<file path="src/rtl/wiznet_stream_pkg.sv">
// Shared types and widths for the W5500 UDP streaming scheduler.
// Contents:
//   SAMPLE_W / WORD_W / SAMPLES_PER_WORD : ADC sample packing geometry
//   MAX_UDP_PAYLOAD                      : largest UDP payload in bytes
//   fsm_state_t                          : request sequencer states
package wiznet_stream_pkg;

  localparam int SAMPLE_W         = 12;
  localparam int WORD_W           = 48;
  localparam int SAMPLES_PER_WORD = 4;
  localparam int MAX_UDP_PAYLOAD  = 1472;

  typedef enum logic [2:0] {
    S_IDLE  = 3'd0,
    S_PUSH  = 3'd1,
    S_HOLD  = 3'd2,
    S_WAIT  = 3'd3,
    S_FLUSH = 3'd4
  } fsm_state_t;

endpackage

</file>
<file path="src/rtl/stream_word_fifo.sv">
// Synchronous word FIFO with full/empty flags and a registered read port.
// dout is refreshed from the head slot every clock, so a word written on
// edge N is visible on dout after edge N+1.
// Ports:
//   clk, rst     : clock, asynchronous active-high reset
//   wr_en, din   : write request and data (accepted when not full, or when
//                  a read happens in the same clock)
//   rd_en        : pop the head word (ignored when empty)
//   dout         : registered head word
//   full, empty  : occupancy flags
module stream_word_fifo #(
  parameter int WIDTH = 48,
  parameter int DEPTH = 16
) (
  input  logic             clk,
  input  logic             rst,
  input  logic             wr_en,
  input  logic [WIDTH-1:0] din,
  input  logic             rd_en,
  output logic [WIDTH-1:0] dout,
  output logic             full,
  output logic             empty
);

  localparam int AW = $clog2(DEPTH);

  logic [WIDTH-1:0] mem [DEPTH];
  logic [AW-1:0]    wr_ptr;
  logic [AW-1:0]    rd_ptr;
  logic [AW:0]      count;
  logic             do_wr;
  logic             do_rd;

  // A full FIFO still accepts a write when the head leaves in the same clock.
  assign do_wr = wr_en && (!full || rd_en);
  assign do_rd = rd_en && !empty;
  assign full  = (count == (AW+1)'(DEPTH));
  assign empty = (count == '0);

  // Storage is left unreset so it maps onto RAM.
  always_ff @(posedge clk) begin
    if (do_wr) begin
      mem[wr_ptr] <= din;
    end
  end

  always_ff @(posedge clk or posedge rst) begin
    if (rst) begin
      wr_ptr <= '0;
      rd_ptr <= '0;
      count  <= '0;
      dout   <= '0;
    end else begin
      dout <= mem[rd_ptr];
      if (do_wr) begin
        wr_ptr <= wr_ptr + AW'(1);
      end
      if (do_rd) begin
        rd_ptr <= rd_ptr + AW'(1);
      end
      case ({do_wr, do_rd})
        2'b10:   count <= count + (AW+1)'(1);
        2'b01:   count <= count - (AW+1)'(1);
        default: count <= count;
      endcase
    end
  end

endmodule

</file>
<file path="src/rtl/wiznet_udp_stream_sched.sv">
// Streams 12-bit ADC samples to the W5500 interface block as UDP packets.
// Four samples are packed MSB-first into a 48-bit word, buffered in a word
// FIFO, pushed one word per request, and a flush is requested once a packet
// is complete, after an idle timeout, or when streaming stops.
// Ports:
//   clk, rst          : clock, asynchronous active-high reset
//   enable            : streaming enable; low discards a partial word
//   sample_valid      : sample strobe
//   sample            : 12-bit ADC sample
//   overflow_clear    : clears the sticky overflow flag
//   wiz_is_available  : wiznet block idle and ready for a request
//   wiz_data_valid    : one-clock word push pulse
//   wiz_data          : word presented with wiz_data_valid
//   wiz_flush         : one-clock packet flush pulse
//   overflow          : sticky, a packed word was dropped on a full FIFO
//   packets_sent      : number of flushes issued (wraps)
//   busy              : sequencer active or words still buffered
module wiznet_udp_stream_sched
  import wiznet_stream_pkg::*;
#(
  parameter int FIFO_DEPTH       = 16,
  parameter int WORDS_PER_PACKET = 240,
  parameter int FLUSH_TIMEOUT    = 4096
) (
  input  logic                clk,
  input  logic                rst,
  input  logic                enable,
  input  logic                sample_valid,
  input  logic [SAMPLE_W-1:0] sample,
  input  logic                overflow_clear,
  input  logic                wiz_is_available,
  output logic                wiz_data_valid,
  output logic [WORD_W-1:0]   wiz_data,
  output logic                wiz_flush,
  output logic                overflow,
  output logic [15:0]         packets_sent,
  output logic                busy
);

  localparam int PC_W = $clog2(SAMPLES_PER_WORD);
  localparam int WC_W = $clog2(WORDS_PER_PACKET + 1);
  localparam int TO_W = $clog2(FLUSH_TIMEOUT);

  fsm_state_t        state;
  fsm_state_t        state_next;
  logic [PC_W-1:0]   pack_cnt;
  logic [WORD_W-1:0] pack_word;
  logic [WORD_W-1:0] pack_next;
  logic              fifo_wr;
  logic              fifo_full;
  logic              fifo_empty;
  logic              pop;
  logic [WC_W-1:0]   wc;
  logic [TO_W-1:0]   to_cnt;
  logic              packet_full;
  logic              timed_out;

  // Shift-in packing leaves the oldest sample in the top bits after four
  // samples, which is the order the W5500 clocks out on SPI.
  assign pack_next = {pack_word[WORD_W-SAMPLE_W-1:0], sample};
  assign fifo_wr   = sample_valid && enable &&
                     (pack_cnt == PC_W'(SAMPLES_PER_WORD - 1));
  assign pop       = (state == S_PUSH);

  stream_word_fifo #(
    .WIDTH (WORD_W),
    .DEPTH (FIFO_DEPTH)
  ) u_fifo (
    .clk   (clk),
    .rst   (rst),
    .wr_en (fifo_wr),
    .din   (pack_next),
    .rd_en (pop),
    .dout  (wiz_data),
    .full  (fifo_full),
    .empty (fifo_empty)
  );

  always_ff @(posedge clk or posedge rst) begin
    if (rst) begin
      pack_cnt  <= '0;
      pack_word <= '0;
    end else if (!enable) begin
      pack_cnt <= '0;
    end else if (sample_valid) begin
      pack_cnt  <= pack_cnt + PC_W'(1);
      pack_word <= pack_next;
    end
  end

  // A new drop outranks a clear in the same clock.
  always_ff @(posedge clk or posedge rst) begin
    if (rst) begin
      overflow <= 1'b0;
    end else if (fifo_wr && fifo_full && !pop) begin
      overflow <= 1'b1;
    end else if (overflow_clear) begin
      overflow <= 1'b0;
    end
  end

  assign packet_full = (wc == WC_W'(WORDS_PER_PACKET));
  assign timed_out   = (to_cnt == TO_W'(FLUSH_TIMEOUT - 1));

  // Every request is gated on wiz_is_available; in the last branch the FIFO
  // is known to be empty because the push branch was not taken.
  always_comb begin
    state_next = state;
    case (state)
      S_IDLE: begin
        if (wiz_is_available) begin
          if (packet_full) begin
            state_next = S_FLUSH;
          end else if (!fifo_empty) begin
            state_next = S_PUSH;
          end else if ((wc != '0) && (timed_out || !enable)) begin
            state_next = S_FLUSH;
          end
        end
      end
      S_PUSH:  state_next = S_HOLD;
      S_FLUSH: state_next = S_HOLD;
      // The wiznet block raises its busy flag one clock after a request.
      S_HOLD:  state_next = S_WAIT;
      S_WAIT:  if (wiz_is_available) state_next = S_IDLE;
      default: state_next = S_IDLE;
    endcase
  end

  always_ff @(posedge clk or posedge rst) begin
    if (rst) begin
      state        <= S_IDLE;
      wc           <= '0;
      to_cnt       <= '0;
      packets_sent <= '0;
    end else begin
      state <= state_next;
      if (state == S_PUSH) begin
        wc <= wc + WC_W'(1);
      end else if (state == S_FLUSH) begin
        wc           <= '0;
        packets_sent <= packets_sent + 16'd1;
      end
      // Only starved idle time counts toward the partial-packet timeout.
      if (pop || (state == S_FLUSH) || (wc == '0)) begin
        to_cnt <= '0;
      end else if ((state == S_IDLE) && fifo_empty && !timed_out) begin
        to_cnt <= to_cnt + TO_W'(1);
      end
    end
  end

  assign wiz_data_valid = (state == S_PUSH);
  assign wiz_flush      = (state == S_FLUSH);
  assign busy           = (state != S_IDLE) || !fifo_empty;

endmodule

</file>
<file path="config.mk">
export PLATFORM = sky130hd
export DESIGN_NAME = wiznet_udp_stream_sched
export DESIGN_NICKNAME = d
export VERILOG_FILES = /design/src/rtl/wiznet_stream_pkg.sv /design/src/rtl/stream_word_fifo.sv /design/src/rtl/wiznet_udp_stream_sched.sv
export SDC_FILE = /design/constraint.sdc
export NUM_CORES = 1
export LEC_CHECK = 0
export CAP_MARGIN = 20
export CORE_ASPECT_RATIO = 1.4
export CORE_MARGIN = 5
export CORE_UTILIZATION = 61
export DETAILED_ROUTE_END_ITERATION = 8
export PLACE_DENSITY = 0.76
export SYNTH_ARGS = -nofsm -noshare
export SYNTH_HDL_FRONTEND = slang
export SYNTH_SLANG_ARGS = --single-unit
export TNS_END_PERCENT = 5
</file>
<file path="constraint.sdc">
create_clock -name clk -period 6.5 [get_ports clk]
set_input_delay 0.65 -clock clk [delete_from_list [all_inputs] [get_ports clk]]
set_output_delay 0.65 -clock clk [all_outputs]
set_load 0.005 [all_outputs]
</file>
Word-level counts from Yosys, hierarchy flattened
Memory sizes are Yosys's and may differ from the RTL's. A register that Yosys moved wholly into a read port is not among the register bits. Cells that the tools add are included.

Bits in registers: 91. Bits in writable memories: 768. Input bits: 18. Output and inout port bits: 68. Word-level logic and storage cells: 83. Memories kept: 1.

Memories: u_fifo.mem (depth 16, bits a word 48, rd ports 1, clocked after Yosys merged registers in 1, wr ports 1, RTL line stream_word_fifo.sv:27) `logic [WIDTH-1:0] mem [DEPTH];`.

Add/sub/neg operators: 8. Eq/ne operators: 14. Muxes and demuxes: 17. Bitwise operators: 1. Reduce and logical (&&, ||, !) cells: 32.

Operators by type and width (count): 12-bit 2-to-1 mux (2); 16-bit by 1-bit adder with 16-bit output, second input constant (1); 8-bit 2-to-1 mux (2); 3-bit 2-to-1 mux (5); 12-bit by 1-bit adder with 12-bit output, second input constant (1); 12-bit equality test, second input constant (1); 3-bit case mux with 4 select lines (1); 5-bit case mux with 2 select lines (1); 1-bit logical AND (9); 4-bit by 1-bit adder with 4-bit output, second input constant (2); 8-bit by 1-bit adder with 8-bit output, second input constant (1); 8-bit equality test, second input constant (1); 8-bit zero test (1); 2-bit nonzero test (4); 8-bit nonzero test (1); 3-bit by 2-bit equality test with 1-bit output, second input constant (2); 5-bit by 1-bit adder with 5-bit output, second input constant (1); 5-bit equality test, second input constant (1); 1-bit zero test (5); 5-bit zero test (1); 1-bit logical OR (5); 5-bit by 1-bit subtractor with 5-bit output, second input constant (1); 2-bit equality test, second input constant (2); 1-bit 2-to-1 mux (4); 14 further kinds (17).

Logic depth before layout (Yosys ltp)
Word-level depth: 8. Depth in mapped cells: 12. Gate-level depth less buffers: 11.

Modules after synthesis
A second synthesis with hierarchy kept.

Cells, all modules: 1870. Area total of the unflattened synthesis: 35047.4 µm².

By module, submodules not included: stream_word_fifo (times used 1, cells each 1568, area each 31552.8 µm², seq. area each 24588.6 µm²); wiznet_udp_stream_sched (times used 1, cells each 302, area each 3494.6 µm², seq. area each 1951.9 µm²).

Least setup slack after synthesis
OpenSTA, ideal clock, no wires.

Kind: reg2reg. From: register state[1]. To: memory u_fifo.mem[3][0] (enable). Setup time: 513 ps. Arrival time: 4865 ps. Data required time: 5987 ps. Path slack: 1122 ps. Cell stages (with the launch flop): 6. Path buffers: 1. Clock period less this slack: 5378 ps. Cell sequence: dfrtp_1 > or3b_2 > clkbuf_1 > a31oi_2 > nand2_1 > nor3_1.

Cells in the longest elaborated chain, start to end: 5.

RTL lines: start, declared (RTL line wiznet_udp_stream_sched.sv:44) `fsm_state_t state;`; start signal, assigned (RTL line wiznet_udp_stream_sched.sv:137) `state <= state_next;`; 3-bit by 1-bit equality test with 1-bit output (RTL line wiznet_udp_stream_sched.sv:63) `assign pop = (state == S_PUSH);`; 1-bit logical OR (RTL line stream_word_fifo.sv:35) `assign do_wr = wr_en && (!full || rd_en);`; 1-bit logical AND (RTL line stream_word_fifo.sv:35); 1-bit 2-to-1 mux (RTL line stream_word_fifo.sv:42) `if (do_wr) begin`; 1-bit 2-to-1 mux (implied by the code) (RTL line stream_word_fifo.sv:43) `mem[wr_ptr] <= din;`; end, declared (RTL line stream_word_fifo.sv:27).

Every way passes these cells.

Worst setup path after layout
From: register state[1]. To: memory u_fifo.mem[9][29] (enable).

Same word-level chain as after synthesis.

==> flow_metrics.env <==
export IMPL_path_class="register to register"
export IMPL_ys_ff_latch=907
export IMPL_crit_path_start_kind="register"
export IMPL_postRouteAntennaNets=0
export IMPL_syn_avg_cell_area_um2=22.8
export IMPL_gp_congestion=0.786
export IMPL_worst_skew_pair_late_latency_ns=0.62
export IMPL_die_width_um=210
export IMPL_clk_path_buf_depth=3
export IMPL_nets=1660
export IMPL_drcViolationCount=0
export IMPL_async_flop_share_pct=15.3
export IMPL_synth_edf_count=768
export IMPL_max_stage_delay_ns=0.90
export IMPL_p_per_area_nw_per_um2=406
export IMPL_syn2layout_area_growth_pct=13.2
export IMPL_core_area_um2=55400
export IMPL_worstSetupEndpointType="register"
export IMPL_synth_cells=1497
export IMPL_grt_pass1_vias=16500
export IMPL_p_leak_nw=12.6
export IMPL_busiest_layer="met2"
export IMPL_hp_class="register to register"
export IMPL_fin_skew_ns=0.0340
export IMPL_met2_usage_pct=43.2
export IMPL_power_mw=15.7
export IMPL_dp_hpwl_um=41400
export IMPL_synth_flop_cell="edfxtp_1"
export IMPL_rows=102
export IMPL_wl_per_cell_um=31.4
export IMPL_grt_max_degree=99
export IMPL_syn_nets=1529
export IMPL_tightest_slew_ns=1.07
export IMPL_cp_arrival_ns=4.05
export IMPL_hold_viol=0
export IMPL_finalMaxSlewViolations=0
export IMPL_port_buffers=85
export IMPL_worstPathCellList="or3b_2 > a31oi_2 > nand2_1 > nor2_4 > buf_4"
export IMPL_peakVddDrop_mv=0.413
export IMPL_ys_types=45
export IMPL_yosys_warnings=0
export IMPL_worstPathRequired_ns=6.78
export IMPL_max_freq_ghz=0.265
export IMPL_max_slew_margin_pct=28.5
export IMPL_grt_pass1_wl_um=112000
export IMPL_rsz0062_at_grt="false"
export IMPL_yosysSeqAreaShare_pct=77.6
export IMPL_use_met3_pct=3.68
export IMPL_routed_wl_um=76000
export IMPL_first_iter_violations=1748
export IMPL_start_util_pct=61.7
export IMPL_syn_area_um2=34200
export IMPL_finalCritPeriodShare_pct=58.1
export IMPL_io_pins=86
export IMPL_cts_tree="built"
export IMPL_cts_made_buffers=80
export IMPL_fp_dieH_um=290
export IMPL_drt_vias_per_instance=6.64
export IMPL_num_vias=16100
export IMPL_setup_tns_ns=0
export IMPL_drive_gt1_share_pct=26.8
export IMPL_post_cts_buffers=0
export IMPL_grt_use_met1_pct=33.8
export IMPL_crit_slowest_cell="nor2_4"
export IMPL_drv_cap=0
export IMPL_cts_root_buf="clkbuf_16"
export IMPL_min_period_ns=3.77
export IMPL_setup_viol=0
export IMPL_preCtsSetupSlack_ns=2.39
export IMPL_cts_hold_buf=0
export IMPL_clock_sinks=907
export IMPL_htree_levels=3
export IMPL_fin_ws_ns=2.73
export IMPL_firstDrtPassIters=6
export IMPL_outcome="finished, final reports clean"
export IMPL_antenna_found_initial=3
export IMPL_grt_usage_pct=25.1
export IMPL_dieArea_um2=61000
export IMPL_overflow=0
export IMPL_clk_pin_slew_worst_paths_ns=0.06
export IMPL_critical_path_max_fanout=28
export IMPL_cts_resized=0
## registers in the layout, indices dropped and copies added, names as in the netlist, 2 cells and up
signal,count
u_fifo.wr_ptr,4
u_fifo.dout,48
state,3
u_fifo.count,5
u_fifo.mem,768
to_cnt,12
pack_word,36
wc,8
pack_cnt,2
u_fifo.rd_ptr,4
packets_sent,16
## per-layer routing
metal  part of all wire [%]  routed length [µm]  up-vias
met3                    7.0                5280      150
li1                       -                   -     6490
met5                      0                   0        -
met4                    3.1                2320        0
met1                     36               27700     8632
met2                     54               40600      814
## final cells by class
cell class | count | area [µm²]
clock buffers | 109 | 2250
diodes | 1 | 2.50
repair buffers | 116 | 1130
flip-flops and latches | 907 | 26600
clock inverters | 38 | 354
multi-input cells | 507 | 7430
well taps | 728 | 911
fillers | 3215 | 16700
inverters | 16 | 65.1
## stage by stage
step	area, µm²	hold WS, ns	utilization, %	cells
2_1_floorplan	34200	0.465	-	1497
3_3_place_gp	36000	0.457	65.1	2271
3_5_place_dp	36100	0.462	65.1	2273
4_1_cts	38700	0.474	69.8	2420
5_1_grt	38700	0.488	69.9	2421
6_report	38700	0.469	69.9	2422
## where the power goes
group / internal, mW / leakage [nW] / total, mW / switching [mW]
sequential: 6.83 / 8.62 / 7.47 / 0.639
combinational: 1.94 / 2.74 / 3.53 / 1.59
clock: 2.68 / 1.28 / 4.70 / 2.02
## cells in the mapped netlist, drive strengths merged (14+ instances only)
cell type	n	area share [%]
mux4	240	16
mux2	38	1.3
nand2	37	0.41
inv	16	0.18
clkbuf	45	0.49
dfrtp	139	10
ha	14	0.51
nor2	22	0.24
edfxtp	768	67
xnor2	15	0.38
buf	22	0.33
a21oi	18	0.26
## kinds of logic after synthesis
| logic type | count (synthesis) | synth area share (%) |
|---|---|---|
| flops | 907 | 77.6 |
| compound gates | 51 | 0.926 |
| xor+xnor | 28 | 0.717 |
| buf+inv | 83 | 0.999 |
| simple gates | 133 | 2.09 |
| mux | 281 | 17.1 |
| fa+ha+maj | 14 | 0.512 |
## cell usage in the layout, fill, tap and decap left out, drive strengths merged, types with 14 or more instances in the layout
master,count
mux4,240
xnor2,15
ha,14
edfxtp,768
clkbuf,109
mux2,38
nand2,37
inv,18
clkdlybuf4s50,85
buf,31
nor2,22
a21oi,18
clkinv,28
dfrtp,139
## final timing paths
kind	start	endpoint	slack, ns	cells past startpoint
hold / removal	packets_sent[15]	packets_sent[15]	0.47	1
setup reg to reg	state[1]	u_fifo.mem[9][29]	2.73	5
hold reg to reg	packets_sent[15]	packets_sent[15]	0.47	1
min in group asynchronous	rst	u_fifo.dout[30]	0.61	2
max in group asynchronous	rst	u_fifo.dout[7]	4.47	3
setup / recovery	state[1]	u_fifo.mem[9][29]	2.73	5
## critical path, delay by kind of cell (launching register included)
family / cells / cell delay (ns)
buffers and inverters: 1 / 0.47
AOI/OAI and AO/OA: 1 / 0.66
DFF: 1 / 0.41
and+or+nand+nor: 3 / 1.86
(Power assumes the default switching activity.)
